`src/rtl/hood_timer_ctrl.sv`:
```
// Timed-mode sequencer for the range hood: owns mode_cmd, runs the hurricane,
// menu-exit and self-clean countdowns, and reports seconds remaining.
module hood_timer_ctrl #(
    parameter int TICK_CYC = 100_000_000,
    parameter int HURR_S   = 60,
    parameter int EXIT_S   = 60,
    parameter int CLEAN_S  = 180
) (
    input  logic       clk,
    input  logic       rst,
    input  logic       power_on,
    input  logic       menu_req,
    input  logic       mode1_req,
    input  logic       mode2_req,
    input  logic       hurr_req,
    input  logic       clean_req,
    output logic [2:0] mode_cmd,
    output logic [7:0] remaining_s,
    output logic       busy,
    output logic       done,
    output logic       hurr_used
);

    localparam int              PW      = (TICK_CYC > 1) ? $clog2(TICK_CYC) : 1;
    localparam logic [PW-1:0]   PRE_MAX = PW'(TICK_CYC - 1);

    localparam logic [2:0] S_OFF     = 3'd0;
    localparam logic [2:0] S_STANDBY = 3'd1;
    localparam logic [2:0] S_MANUAL  = 3'd2;
    localparam logic [2:0] S_HURR    = 3'd3;
    localparam logic [2:0] S_EXIT    = 3'd4;
    localparam logic [2:0] S_CLEAN   = 3'd5;

    logic [2:0]    state, state_n;
    logic          lvl2, lvl2_n;
    logic [7:0]    rem_n;
    logic [PW-1:0] pre, pre_n;
    logic          done_n, used_n;
    logic          timed, tick, last;

    assign timed = (state == S_HURR) || (state == S_EXIT) || (state == S_CLEAN);
    assign tick  = timed && (pre == PRE_MAX);
    assign last  = tick && (remaining_s == 8'd1);
    assign busy  = timed;

    // NOTE: every signal written here gets a default first so no latch is inferred.
    always_comb begin
        state_n = state;
        lvl2_n  = lvl2;
        used_n  = hurr_used;
        done_n  = 1'b0;
        pre_n   = tick ? '0 : (timed ? pre + PW'(1) : '0);
        rem_n   = (tick && remaining_s != 8'd0) ? remaining_s - 8'd1 : remaining_s;

        if (!power_on) begin
            state_n = S_OFF;
            lvl2_n  = 1'b0;
            used_n  = 1'b0;
            pre_n   = '0;
            rem_n   = 8'd0;
        end else begin
            case (state)
                S_OFF: state_n = S_STANDBY;
                S_STANDBY: begin
                    if (clean_req) begin
                        state_n = S_CLEAN;
                        rem_n   = 8'(CLEAN_S);
                        pre_n   = '0;
                    end else if (hurr_req && !hurr_used) begin
                        state_n = S_HURR;
                        rem_n   = 8'(HURR_S);
                        pre_n   = '0;
                        used_n  = 1'b1;
                    end else if (mode2_req) begin
                        state_n = S_MANUAL;
                        lvl2_n  = 1'b1;
                    end else if (mode1_req) begin
                        state_n = S_MANUAL;
                        lvl2_n  = 1'b0;
                    end
                end
                S_MANUAL: begin
                    if (menu_req) begin
                        state_n = S_STANDBY;
                    end else if (hurr_req && !hurr_used) begin
                        state_n = S_HURR;
                        rem_n   = 8'(HURR_S);
                        pre_n   = '0;
                        used_n  = 1'b1;
                    end else if (mode2_req) begin
                        lvl2_n = 1'b1;
                    end else if (mode1_req) begin
                        lvl2_n = 1'b0;
                    end
                end
                S_HURR: begin
                    // menu_req outranks a coincident expiry: no fallback, no done
                    if (menu_req) begin
                        state_n = S_EXIT;
                        rem_n   = 8'(EXIT_S);
                        pre_n   = '0;
                    end else if (last) begin
                        state_n = S_MANUAL;
                        lvl2_n  = 1'b1;
                        done_n  = 1'b1;
                    end
                end
                S_EXIT, S_CLEAN: begin
                    if (last) begin
                        state_n = S_STANDBY;
                        done_n  = 1'b1;
                    end
                end
                default: begin
                    state_n = S_OFF;
                    rem_n   = 8'd0;
                    pre_n   = '0;
                end
            endcase
        end
    end

    // NOTE: sequential state uses non-blocking assignments only, so every flop
    // samples the pre-edge values computed above.
    always_ff @(posedge clk or posedge rst) begin
        if (rst) begin
            state       <= S_OFF;
            lvl2        <= 1'b0;
            remaining_s <= 8'd0;
            pre         <= '0;
            done        <= 1'b0;
            hurr_used   <= 1'b0;
        end else begin
            state       <= state_n;
            lvl2        <= lvl2_n;
            remaining_s <= rem_n;
            pre         <= pre_n;
            done        <= done_n;
            hurr_used   <= used_n;
        end
    end

    always_comb begin
        case (state)
            S_MANUAL:        mode_cmd = lvl2 ? 3'b010 : 3'b001;
            S_HURR, S_EXIT:  mode_cmd = 3'b011;
            S_CLEAN:         mode_cmd = 3'b100;
            default:         mode_cmd = 3'b000;
        endcase
    end

endmodule

```
`config.mk`:
```
export PLATFORM = sky130hd
export DESIGN_NAME = hood_timer_ctrl
export DESIGN_NICKNAME = d
export VERILOG_FILES = /design/src/rtl/hood_timer_ctrl.sv
export SDC_FILE = /design/constraint.sdc
export NUM_CORES = 1
export LEC_CHECK = 0
export ABC_CLOCK_PERIOD_IN_PS = 1950
export CAP_MARGIN = 20
export CORE_MARGIN = 5
export CORE_UTILIZATION = 45
export DETAILED_ROUTE_END_ITERATION = 12
export GPL_ROUTABILITY_DRIVEN = 0
export PLACE_DENSITY_LB_ADDON = 0.15
export SLEW_MARGIN = 5
export SYNTH_ARGS = -nofsm -noshare
export SYNTH_HDL_FRONTEND = slang
export SYNTH_SLANG_ARGS = --single-unit
```
`constraint.sdc`:
```
create_clock -name clk -period 1.95 [get_ports clk]
set_input_delay 0.4875 -clock clk [delete_from_list [all_inputs] [get_ports clk]]
set_output_delay 0.4875 -clock clk [all_outputs]
set_load 0.01 [all_outputs]
```
# Word-level counts from Yosys, hierarchy flattened
# Index checks and enable logic that the tools add are counted.
[word_totals]
regBits = 41
latchBits = 0
ramBits = 0
romBits = 0
inputBits = 8
out_inout_bits = 14
elab_cells = 86
mem_count = 0
[op_classes]
addsub = 2
multipliers = 0
div = 0
magnitude_cmp = 0
n_eq_ne = 17
n_shift = 0
muxes = 46
bitwise_logic = 0
reduce_logical = 15
[ops]
columns = ["cell", "count"]
rows = [
  ["$mux 27", 7],
  ["$pmux 27 s4", 1],
  ["$mux 8", 6],
  ["$pmux 8 s4", 1],
  ["$mux 3", 10],
  ["$add 27x1->27 const B", 1],
  ["$eq 27x27->1 const B", 1],
  ["$mux 1", 15],
  ["$ne 3x3->1 const B", 5],
  ["$pmux 3 s5", 1],
  ["$pmux 3 s3", 1],
  ["$eq 8x1->1 const B", 1],
  ["$ne 4x4->1 const B", 2],
  ["$reduce_bool 8->1", 1],
  ["$sub 8x1->8 const B", 1],
  ["$eq 3x2->1 const B", 2],
  ["$eq 3x3->1 const B", 2],
  ["$ne 6x6->1 const B", 1],
  ["$reduce_and 5->1", 1],
  ["$logic_and 1x1->1", 4],
  ["$ne 4x1->1 const B", 1],
  ["$pmux 1 s2", 2],
  ["$reduce_and 4->1", 1],
  ["$reduce_or 2->1", 2],
  ["other kinds (9)", 10],
]

# Logic depth before layout (Yosys ltp)
# Gate-level depths: netlist of run 1.
[depth]
word_depth = 10
mapped_depth = 9

# Least setup slack after synthesis of run 1
# Ideal clock, no wire load.
[synth_timing]
kind = "register to register"
startpoint = "reg pre[0]"
endpoint = "reg state[1]"
setup_time_ns = 0.122
t_arrival_ns = 1.796
t_required_ns = 1.828
setup_slack_ns = 0.033
path_stages_with_launch = 7
path_buffers = 1
period_less_slack_ns = 1.917
path_cell_list = "dfrtp_1 -> ha_1 -> and3_1 -> clkbuf_1 -> nand2_1 -> or4_4 -> a32o_1"
[synth_between]
elab_chain_len = 5
word_cells_on_any_way = 6
classes_between = "eq/ne: 3; reduce/logical: 3"
[synth_lines]
columns = ["item", "line", "source"]
rows = [
  ["from (decl)", "37", "logic [PW-1:0] pre, pre_n;"],
  ["from (signal assigned)", "137", "pre <= pre_n;"],
  ["$eq 27x27->1 (*)", "42", "assign tick = timed && (pre == PRE_MAX);"],
  ["$logic_and 1x1->1 (*)", "42", ""],
  ["$logic_and 1x1->1 (*)", "43", "assign last = tick && (remaining_s == 8'd1);"],
  ["$ne 4x4->1 (no line) or $ne 3x3->1 (tied branches)", "--", ""],
  ["$reduce_and 4->1 (no line) (*)", "--", ""],
  ["to (signal assigned)", "134", "state <= state_n;"],
  ["to (decl)", "34", "logic [2:0] state, state_n;"],
]
# Every way passes the cells marked *; elsewhere a longest branch is shown, timed or not.
# A chain may end at the register's enable or synchronous reset.

# Worst setup path after layout of run 1
[layout_timing]
startpoint = "in clean_req"
endpoint = "reg state[0]"
[layout_between]
elab_chain_len = 3
word_cells_on_any_way = 5
classes_between = "eq/ne: 1; mux: 3; reduce/logical: 1"
[layout_lines]
columns = ["item", "line", "source"]
rows = [
  ["from (decl)", "16", "input logic clean_req,"],
  ["$mux 3", "65", "if (clean_req) begin"],
  ["$pmux 3 s5", "62", "case (state)"],
  ["$mux 3", "55", "if (!power_on) begin"],
]
# Parallel ways exist; a longest one is shown, timed or not.

==> run metrics, run 1 <==
Vias=2169; Most Used Layer, Global Route=met2; most common cell after layout, fill and taps aside=buf_4; Lkg Pwr=between 1 and 1.5 nW; register area share after synthesis=0.418; Port Buffers=21; CP startpoint kind=input pin; antenna violations before repair=0; reg-to-reg critical path startpoint=state[2]; TritonCTS clock tree=built; TritonCTS Sinks=41; share of the synthesized area in the top cell type=0.418; WS Path Type=in2reg; reg2reg setup slack=approximately 0.060 ns; Yosys cell types=53; Setup crit end kind=flop; flops & latches, synth=41; Mapped Cells=272; IO Count=22; Setup TNS=0 ns; CTS Hold Bufs=0; drt total wl=5800 µm; CP max-delay cell=or3b_2; Tmin final=~1.9 ns; maximum number of pins on one net before global-route repair=42; Max Fclk=525 MHz; top cells by area, synth=dfrtp_1 42%, xnor2_1 6.4%, nor2_1 6.3%; WL per Instance=about 14 µm; Syn Nets=284; status=completed; maxcap violations=0; Initial Utilization=0.454; final core occ=0.600; clock-pin slew on the worst setup and hold paths=around 0.080 ns; Layout Nets=~350; Synth Area in Compound Gates=0.115; RSZ-0062 raised after global routing=yes; Final Hold Fails=0; FFs w/ async S/R, synth=1.00; Worst Reg2Reg Path Length in Cells=5; met3 GRT Util=0.0415; H-Tree Depth=2; final setup fails=0; PwrDens=788 nW/µm²; worst hold path depth=1; Crit Path Max Fanout=3; worst hold endpoint=pre[0]; clk_lat worst skew=0.29 ns; Synth Cell Area=about 2500 µm²; Place WS=-0.282 ns; post-DR vias/cell=5.29; Final Max Slew Viols=0; global routing usage on met2=0.299; layout cells sized above 1=0.237; max incr delay on CP=between 0.4 and 0.5 ns; hpwl dp=4220 µm; Finished Cell Area=3250 µm²; CORE AREA=5410 µm²; antenna cells=0; Min-Delay Path Class=reg2reg; critical path cell sequence=clkdlybuf4s50_1, or3b_2, o32ai_2, nand3_2, a211o_1, o311ai_0; All-Layer GR Usage=0.170; Critical Path AT=2.08 ns; placed cell areas=3070 µm²; clock buffer depth=2; simple-gate share of the synthesized area=0.288; Slew HR=0.732; drc violations=0; worst r2r dst=remaining_s[7]; vias in the first global route=2139; number of fill cells in the layout=504; antenna viol nets, final=0; Ys Warns=0; Rows=27; adder-cell share of the synthesized area=0.0204; Final WS setup=0.0463 ns; Die H=83.9 µm; actual slew at the worst max-slew pin=between 0.3 and 0.4 ns; Post-Syn Area per Cell=9.03 µm²; Die X=83.9 µm; Max VDD drop=0.554 mV; grt total ovfl=0; number of synthesized flops with an enable pin=0; global-route wire length before repair=9890 µm; die area=7040 µm²; Critical Path RT=2.13 ns; most frequent cells in the layout=44 x buf_4, 41 x nor2_1, 39 x dfrtp_1; most common flop cell mapped by yosys=dfrtp_1; largest family of logic cells by synthesized area=simple AND/OR/NAND/NOR gates; Tcrit/Tclk final=0.976; XOR/XNOR share of the synthesized area=0.103; worst clock skew=0.00648 ns; DRT Pass-1 Iters=5; fraction of synthesized area in multiplexers=0.00815; Synth area leader=dfrtp_1; min-delay src=pre[0]; met1 usage=0.213; 1st-iter DRT viols=76; TritonCTS Buffers=5; Clock Root Buffer=clkbuf_8; Area growth syn-to-layout=32.1%
==> sequential cells by signal, indices dropped and copies added, names as in the netlist <==
register / count
remaining_s: 8
state: 3
done: 1
pre: 27
hurr_used: 1
lvl2: 1
==> how the worst max path moves through the flow <==
stage | from | cells past startpoint | endpoint
2_1_floorplan | pre[0] | 6 | state[1]
3_3_place_gp | clean_req | 6 | state[0]
3_5_place_dp | clean_req | 6 | state[0]
4_1_cts | state[1] | 6 | state[0]
5_1_grt | state[1] | 6 | state[0]
6_report | clean_req | 6 | state[0]
==> synthesized netlist by cell type (3+ instances only) <==
library cell	n
nand2b_1	4
buf_4	3
inv_1	14
a31oi_1	3
a21oi_1	7
and3_1	5
nor4_1	11
buf_2	3
clkbuf_1	4
nor2_1	41
o21ai_0	5
xor2_1	11
nand3_1	16
nor3_1	8
ha_1	4
nand2_1	18
dfrtp_1	41
xnor2_1	18
a21o_1	3
nand4_1	8
and2_1	3
==> power by group <==
group | internal [mW] | total [mW] | switching, mW
clock network | 0.255 | 0.533 | 0.279
registers | 0.918 | 1.01 | 0.0934
logic | 0.516 | 1.01 | 0.497
==> cells by family after synthesis <==
kind of cell	count (synthesis)
AOI/OAI and AO/OA	39
buffers and inverters	25
adders and majority gates	4
DFF	41
xor gates and xnor gates	29
muxes	2
and+or+nand+nor	132
==> metrics by stage <==
stage               hold WS [ns]  power (mW)  instances
finish                     0.469        2.56        410
global route               0.498        2.74        410
CTS                        0.457        2.56        409
detailed placement         0.446        2.02        401
global placement           0.439        2.02        401
floorplan                  0.424        1.55        272
==> critical path: cells and delay by family <==
| kind | cells | cell delay [ns] |
|---|---|---|
| AO/OA/AOI/OAI | 3 | 0.58 |
| buffers and inverters | 1 | 0.41 |
| AND/OR/NAND/NOR | 2 | 0.60 |
==> timing repair <==
| item | CTS | global route |
|---|---|---|
| setup endpoints to repair | 5 | 37 |
| pin swaps | 1 | 6 |
| resized for setup | 9 | 17 |
| buffers inserted | 0 | 1 |
| cloned | 0 | 0 |
==> final cells by class <==
type | count | area (µm²) | area share
multi-input combinational | 206 | 1400 | 0.431
sequential | 41 | 1030 | 0.317
timing repair buffer | 69 | 594 | 0.183
tap | 72 | 90.1 | 0.0278
clock buffer | 8 | 80.1 | 0.0247
inverter | 14 | 52.6 | 0.0162
==> metal layers <==
metal  vias to the layer above  routed length (µm)
met5                         -                   0
met4                         0                  22
met3                         2                 191
met2                        29                2920
met1                      1045                2660
li1                       1093                   -
(Power assumes the default switching activity.)
==> run 2: changes to the inputs <==
- CORE_UTILIZATION: 45 -> 48
- SLEW_MARGIN: 5 -> 40
==> run 2 against run 1 <==
Against the previous run: the run now ends with setup timing left; critical path depth increased by 2; first-iteration DRC count increased by 80%; total power increased by 8.0%; combinational power increased by 18%; cell count increased by 1.2%; worst setup slack got worse by 0.060 ns; die area decreased by 5.5%; utilization increased by 8.2 points; sequential cell count unchanged; largest cell class unchanged; sequential power about the same; clock power increased by 6.0%.
==> run metrics, run 2 (synthesized netlist as in run 1, its figures left out) <==
status=complete, but fails checks; failing checks=setup timing; Finished Layout Cells=415; Min-Delay Path Class=reg2reg; final core occ=0.682; WL per Instance=14.9 µm; antenna cells=0; Layout Nets=between 300 and 400; Critical Path AT=between 2 and 2.5 ns; layout cells sized above 1=0.307; Max VDD drop=0.663 mV; TritonCTS clock tree=built; Lkg Pwr=1.46 nW; clk_lat worst skew=a little under 0.3 ns; Final WS setup=-0.0135 ns; worst clock skew=0.00685 ns; Final Max Slew Viols=0; IO Count=22; maxcap violations=0; CP Buf/Inv Count=3; vias in the first global route=around 2200; max incr delay on CP=0.41 ns; hpwl dp=4250 µm; Rows=26; WS Path Type=reg2reg; Vias=2267; maximum number of pins on one net before global-route repair=42; most frequent cells in the layout=48 x buf_4, 39 x dfrtp_1, 29 x nor2_1; antenna viol nets, final=0; TritonCTS Sinks=41; Tmin final=1.96 ns; post-DR vias/cell=~5.5; DRT Pass-1 Iters=4; Largest regs=pre x27, remaining_s x8, state x3; Die H=between 80 and 90 µm; Tcrit/Tclk final=1.01; H-Tree Depth=2; actual slew at the worst max-slew pin=between 0.4 and 0.5 ns; Area growth syn-to-layout=40.0%; Top delay family on crit path=simple AND/OR/NAND/NOR gates; Top reg by flops=pre; grt total ovfl=0; CORE AREA=5040 µm²; most common cell after layout, fill and taps aside=buf_4; drc violations=0; RSZ-0062 raised after global routing=yes; cell-internal power=1.83 mW; 1st-iter DRT viols=137; CP max-delay cell=dfrtp_1; Setup crit end kind=flop; PwrDens=804 nW/µm²; global-route wire length before repair=a little over 10000 µm; Place WS=-0.333 ns; most frequent CP cell=buf_6; Crit Path Max Fanout=7; clock buffer depth=2; dpl cells=about 400; Comb power frac=0.431; final setup fails=16; Slew HR=0.680; All-Layer GR Usage=0.194; drt total wl=roughly 6200 µm; clock network fraction of total power=0.205; CP startpoint kind=flop; clock-pin slew on the worst setup and hold paths=roughly 0.080 ns; TritonCTS Buffers=5; Initial Utilization=0.487; Sw Share=0.338; critical path cell sequence=buf_6, nand3b_4, a211o_4, buf_6, nor3_4, or2_4, clkbuf_16, a21oi_1; Die X=81.5 µm; Largest register FFs=27; Max Fclk=between 500 and 600 MHz; antenna violations before repair=0; switching power=just over 0.9 mW; Pwr Total=2.76 mW; Port Buffers=21; die area=6650 µm²; Clock Root Buffer=clkbuf_8; CTS Hold Bufs=0; Setup TNS=-0.0859 ns; Reg power frac=0.365; Critical Path RT=around 2.1 ns; Final Hold Fails=0
==> run 2: path summary, 6_finish.rpt <==
path / startpoint / end / slack (ns) / depth (start not counted)
setup reg to reg: state[2] / pre[14] / -0.01 / 8
max in group asynchronous: rst / remaining_s[3] / 1.18 / 3
min in group asynchronous: rst / done / 0.56 / 3
hold reg to reg: pre[0] / pre[0] / 0.46 / 1
hold / removal: pre[0] / pre[0] / 0.46 / 1
setup / recovery: state[2] / pre[14] / -0.01 / 8
==> run 2: timing repair <==
action / in CTS / in global routing
pin swaps: 1 / 16
cloned: 0 / 3
setup endpoints to repair: 38 / 38
setup buffers: 3 / 3
gates resized for setup: 15 / 37
==> run 2: metal layers <==
layer,global-route usage,vias up,part of all wire
met5,0,-,0
met4,0.0439,0,0.0052
met3,0.0373,4,0.030
met2,0.344,39,0.52
met1,0.244,1105,0.44
li1,-,1119,-
==> run 2: cell type report <==
class | count | area, µm²
Clock buffer | 7 | 86.3
Fill cell | 399 | 1600
Inverter | 14 | 52.6
Multi-Input combinational cell | 206 | 1490
Sequential cell | 41 | 1030
Tap cell | 70 | 87.6
Timing Repair Buffer | 77 | 697
==> run 2: per-stage QoR <==
step,hold slack (ns),area [µm²]
2_1_floorplan,0.424,2460
3_3_place_gp,0.438,3070
3_5_place_dp,0.444,3070
4_1_cts,0.455,3230
5_1_grt,0.477,3440
6_report,0.461,3440
==> run 2: worst reg2reg max path: cells and delay by family, from the launching register on <==
kind                   cells  cell delay (ns)
buffers and inverters      3             0.42
DFF                        1             0.41
AOI/OAI and AO/OA          2             0.43
and+or+nand+nor            3             0.59
==> run 2: power by group through the flow <==
stage	registers, mW	clock network [mW]	logic (mW)
after floorplan	1.03	0	0.522
after global placement	1.01	0	1.02
after detailed placement	1.01	0	1.03
after CTS	0.998	0.579	1.07
after global routing	1.02	0.619	1.30
final	1.01	0.565	1.19
==> run 3: changes to the inputs <==
- GPL_TIMING_DRIVEN: default -> 0
- SETUP_SLACK_MARGIN: default -> 0.02
==> run 3 against run 2 <==
Against the previous run: global-route usage decreased by 0.50 points; the flow still finishes with violations (setup timing); cell count shrank 6.3%; register-to-register slack worse by 0.03 ns; clock power up 28%; critical endpoint is now remaining_s[7]; worst setup slack got worse by 0.033 ns; non-clock buffer count fell by 27; combinational power decreased by 16%; via count decreased by 3.6%; clock skew up 0.0059 ns; largest power group is now registers; sequential share of layout area up 1.8 points; sequential cell count is the same; critical path depth decreased by 3.
==> run metrics, run 3 (synthesized netlist as in run 1, its figures left out) <==
Max VDD drop=between 0.5 and 0.6 mV; H-Tree Depth=2; Clock Root Buffer=clkbuf_8; most common cell after layout, fill and taps aside=dfrtp_1; global-route wire length before repair=around 10000 µm; Lkg Pwr=approximately 1.3 nW; hpwl dp=about 3800 µm; Vias=roughly 2200; CORE AREA=approximately 5000 µm²; antenna viol nets, final=0; Finished Layout Cells=a little under 400; Port Buffers=21; most frequent cells in the layout=38 x dfrtp_1, 37 x nor2_1, 21 x buf_4; Setup crit start=remaining_s[6]; Max Fclk=about 500 MHz; maxcap violations=0; worst clock skew=0.0128 ns; 1st-iter DRT viols=126; Final WS setup=-0.0468 ns; TritonCTS Sinks=41; Crit Path Max Fanout=5; Final Hold Fails=0; Critical Path RT=about 2.1 ns; status=complete, but fails checks; Final Max Slew Viols=0; Largest register FFs=27; IO Count=22; min-delay src=pre[0]; actual slew at the worst max-slew pin=between 0.5 and 0.6 ns; Tcrit/Tclk final=1.02; clock-pin slew on the worst setup and hold paths=0.09 ns; Layout Nets=330; RSZ-0062 raised after global routing=yes; Setup crit end kind=flop; Die H=81.5 µm; Finished Cell Area=3250 µm²; failing checks=setup timing; clock buffer depth=2; TritonCTS clock tree=built; Critical Path AT=~2.2 ns; Largest regs=pre x27, remaining_s x8, state x3; drc violations=0; Rows=26; Tmin final=approximately 2 ns; Hold WS=0.465 ns; vias in the first global route=2125; grt total ovfl=0; maximum number of pins on one net before global-route repair=42; Slew HR=0.657; TritonCTS Buffers=5; WL per Instance=15.3 µm; clk_lat worst skew=about 0.30 ns; Die X=81.5 µm; placed cell areas=2760 µm²; antenna violations before repair=0; Min-Delay Path Class=reg2reg; final setup fails=2; layout cells sized above 1=0.254; reg-to-reg critical path startpoint=remaining_s[6]; Place WS=-0.337 ns; die area=6650 µm²; Initial Utilization=0.487; dpl cells=363; Top reg by flops=pre; CP startpoint kind=flop; drt total wl=5970 µm; DRT Pass-1 Iters=4; post-DR vias/cell=5.62; PwrDens=843 nW/µm²; antenna cells=0; Area growth syn-to-layout=32.3%; WS Path Type=reg2reg; All-Layer GR Usage=0.189
## run 3: cell types whose count changed in the layout (fill, tap and decap cells not counted), sizes merged
cell | before | now
dlymetal6s2s | 0 | 1
bufinv | 0 | 1
clkbuf | 10 | 8
clkdlybuf4s50 | 17 | 16
clkdlybuf4s15 | 0 | 1
dlygate4sd2 | 3 | 2
clkinvlp | 0 | 1
buf | 54 | 28
## run 3: timing repair
item | CTS | global route
setup buffers | 9 | 11
cloned | 0 | 0
hold buffers | 0 | 0
resized for setup | 30 | 38
endpoints found under the setup margin | 41 | 41
pin swaps | 4 | 5
## run 3: final cells by class
class / instances / area (µm²)
fillers: 430 / 1790
multi-input cells: 206 / 1520
flip-flops and latches: 41 / 1030
repair buffers: 41 / 357
well taps: 70 / 87.6
clock buffers: 6 / 82.6
plain buffers: 9 / 77.6
inverters: 14 / 57.6
clock inverters: 2 / 37.5
## run 3: layer usage
layer | track usage | routed length [µm] | share of wire | vias up
met5 | 0 | 0 | 0 | -
met4 | 0.0591 | 163 | 0.027 | 0
met3 | 0.0373 | 196 | 0.033 | 17
met2 | 0.313 | 2870 | 0.48 | 53
met1 | 0.249 | 2740 | 0.46 | 1062
li1 | - | - | - | 1053
## run 3: final timing paths
path                            slack [ns]  depth (start not counted)              to
worst max-delay path                 -0.05                          5  remaining_s[7]
max in group asynchronous             0.99                          2          pre[9]
worst max register to register       -0.05                          5  remaining_s[7]
min in group asynchronous             0.58                          2         pre[15]
worst min register to register        0.46                          1          pre[0]
worst min-delay path                  0.46                          1          pre[0]
## run 3: worst max-delay path, stage by stage, from the launching register on
cell	delay, ns
dfrtp_1	0.44
or4_1	0.66
o21ai_2	0.30
nor4_2	0.09
xor2_1	0.14
a32o_1	0.26
## run 3: through the flow
stage	util	setup TNS [ns]	power [mW]
detailed placement	0.547	-6.89	1.84
CTS	0.601	-1.26	2.63
floorplan	-	0	1.55
finish	0.645	-0.0757	2.74
global route	0.645	-0.330	2.90
global placement	0.546	-23.02	1.84
## run 3: power breakdown
| part | total, mW | internal [mW] | switching (mW) |
|---|---|---|---|
| clock | 0.721 | 0.417 | 0.304 |
| sequential | 1.03 | 0.918 | 0.107 |
| combinational | 0.996 | 0.467 | 0.529 |
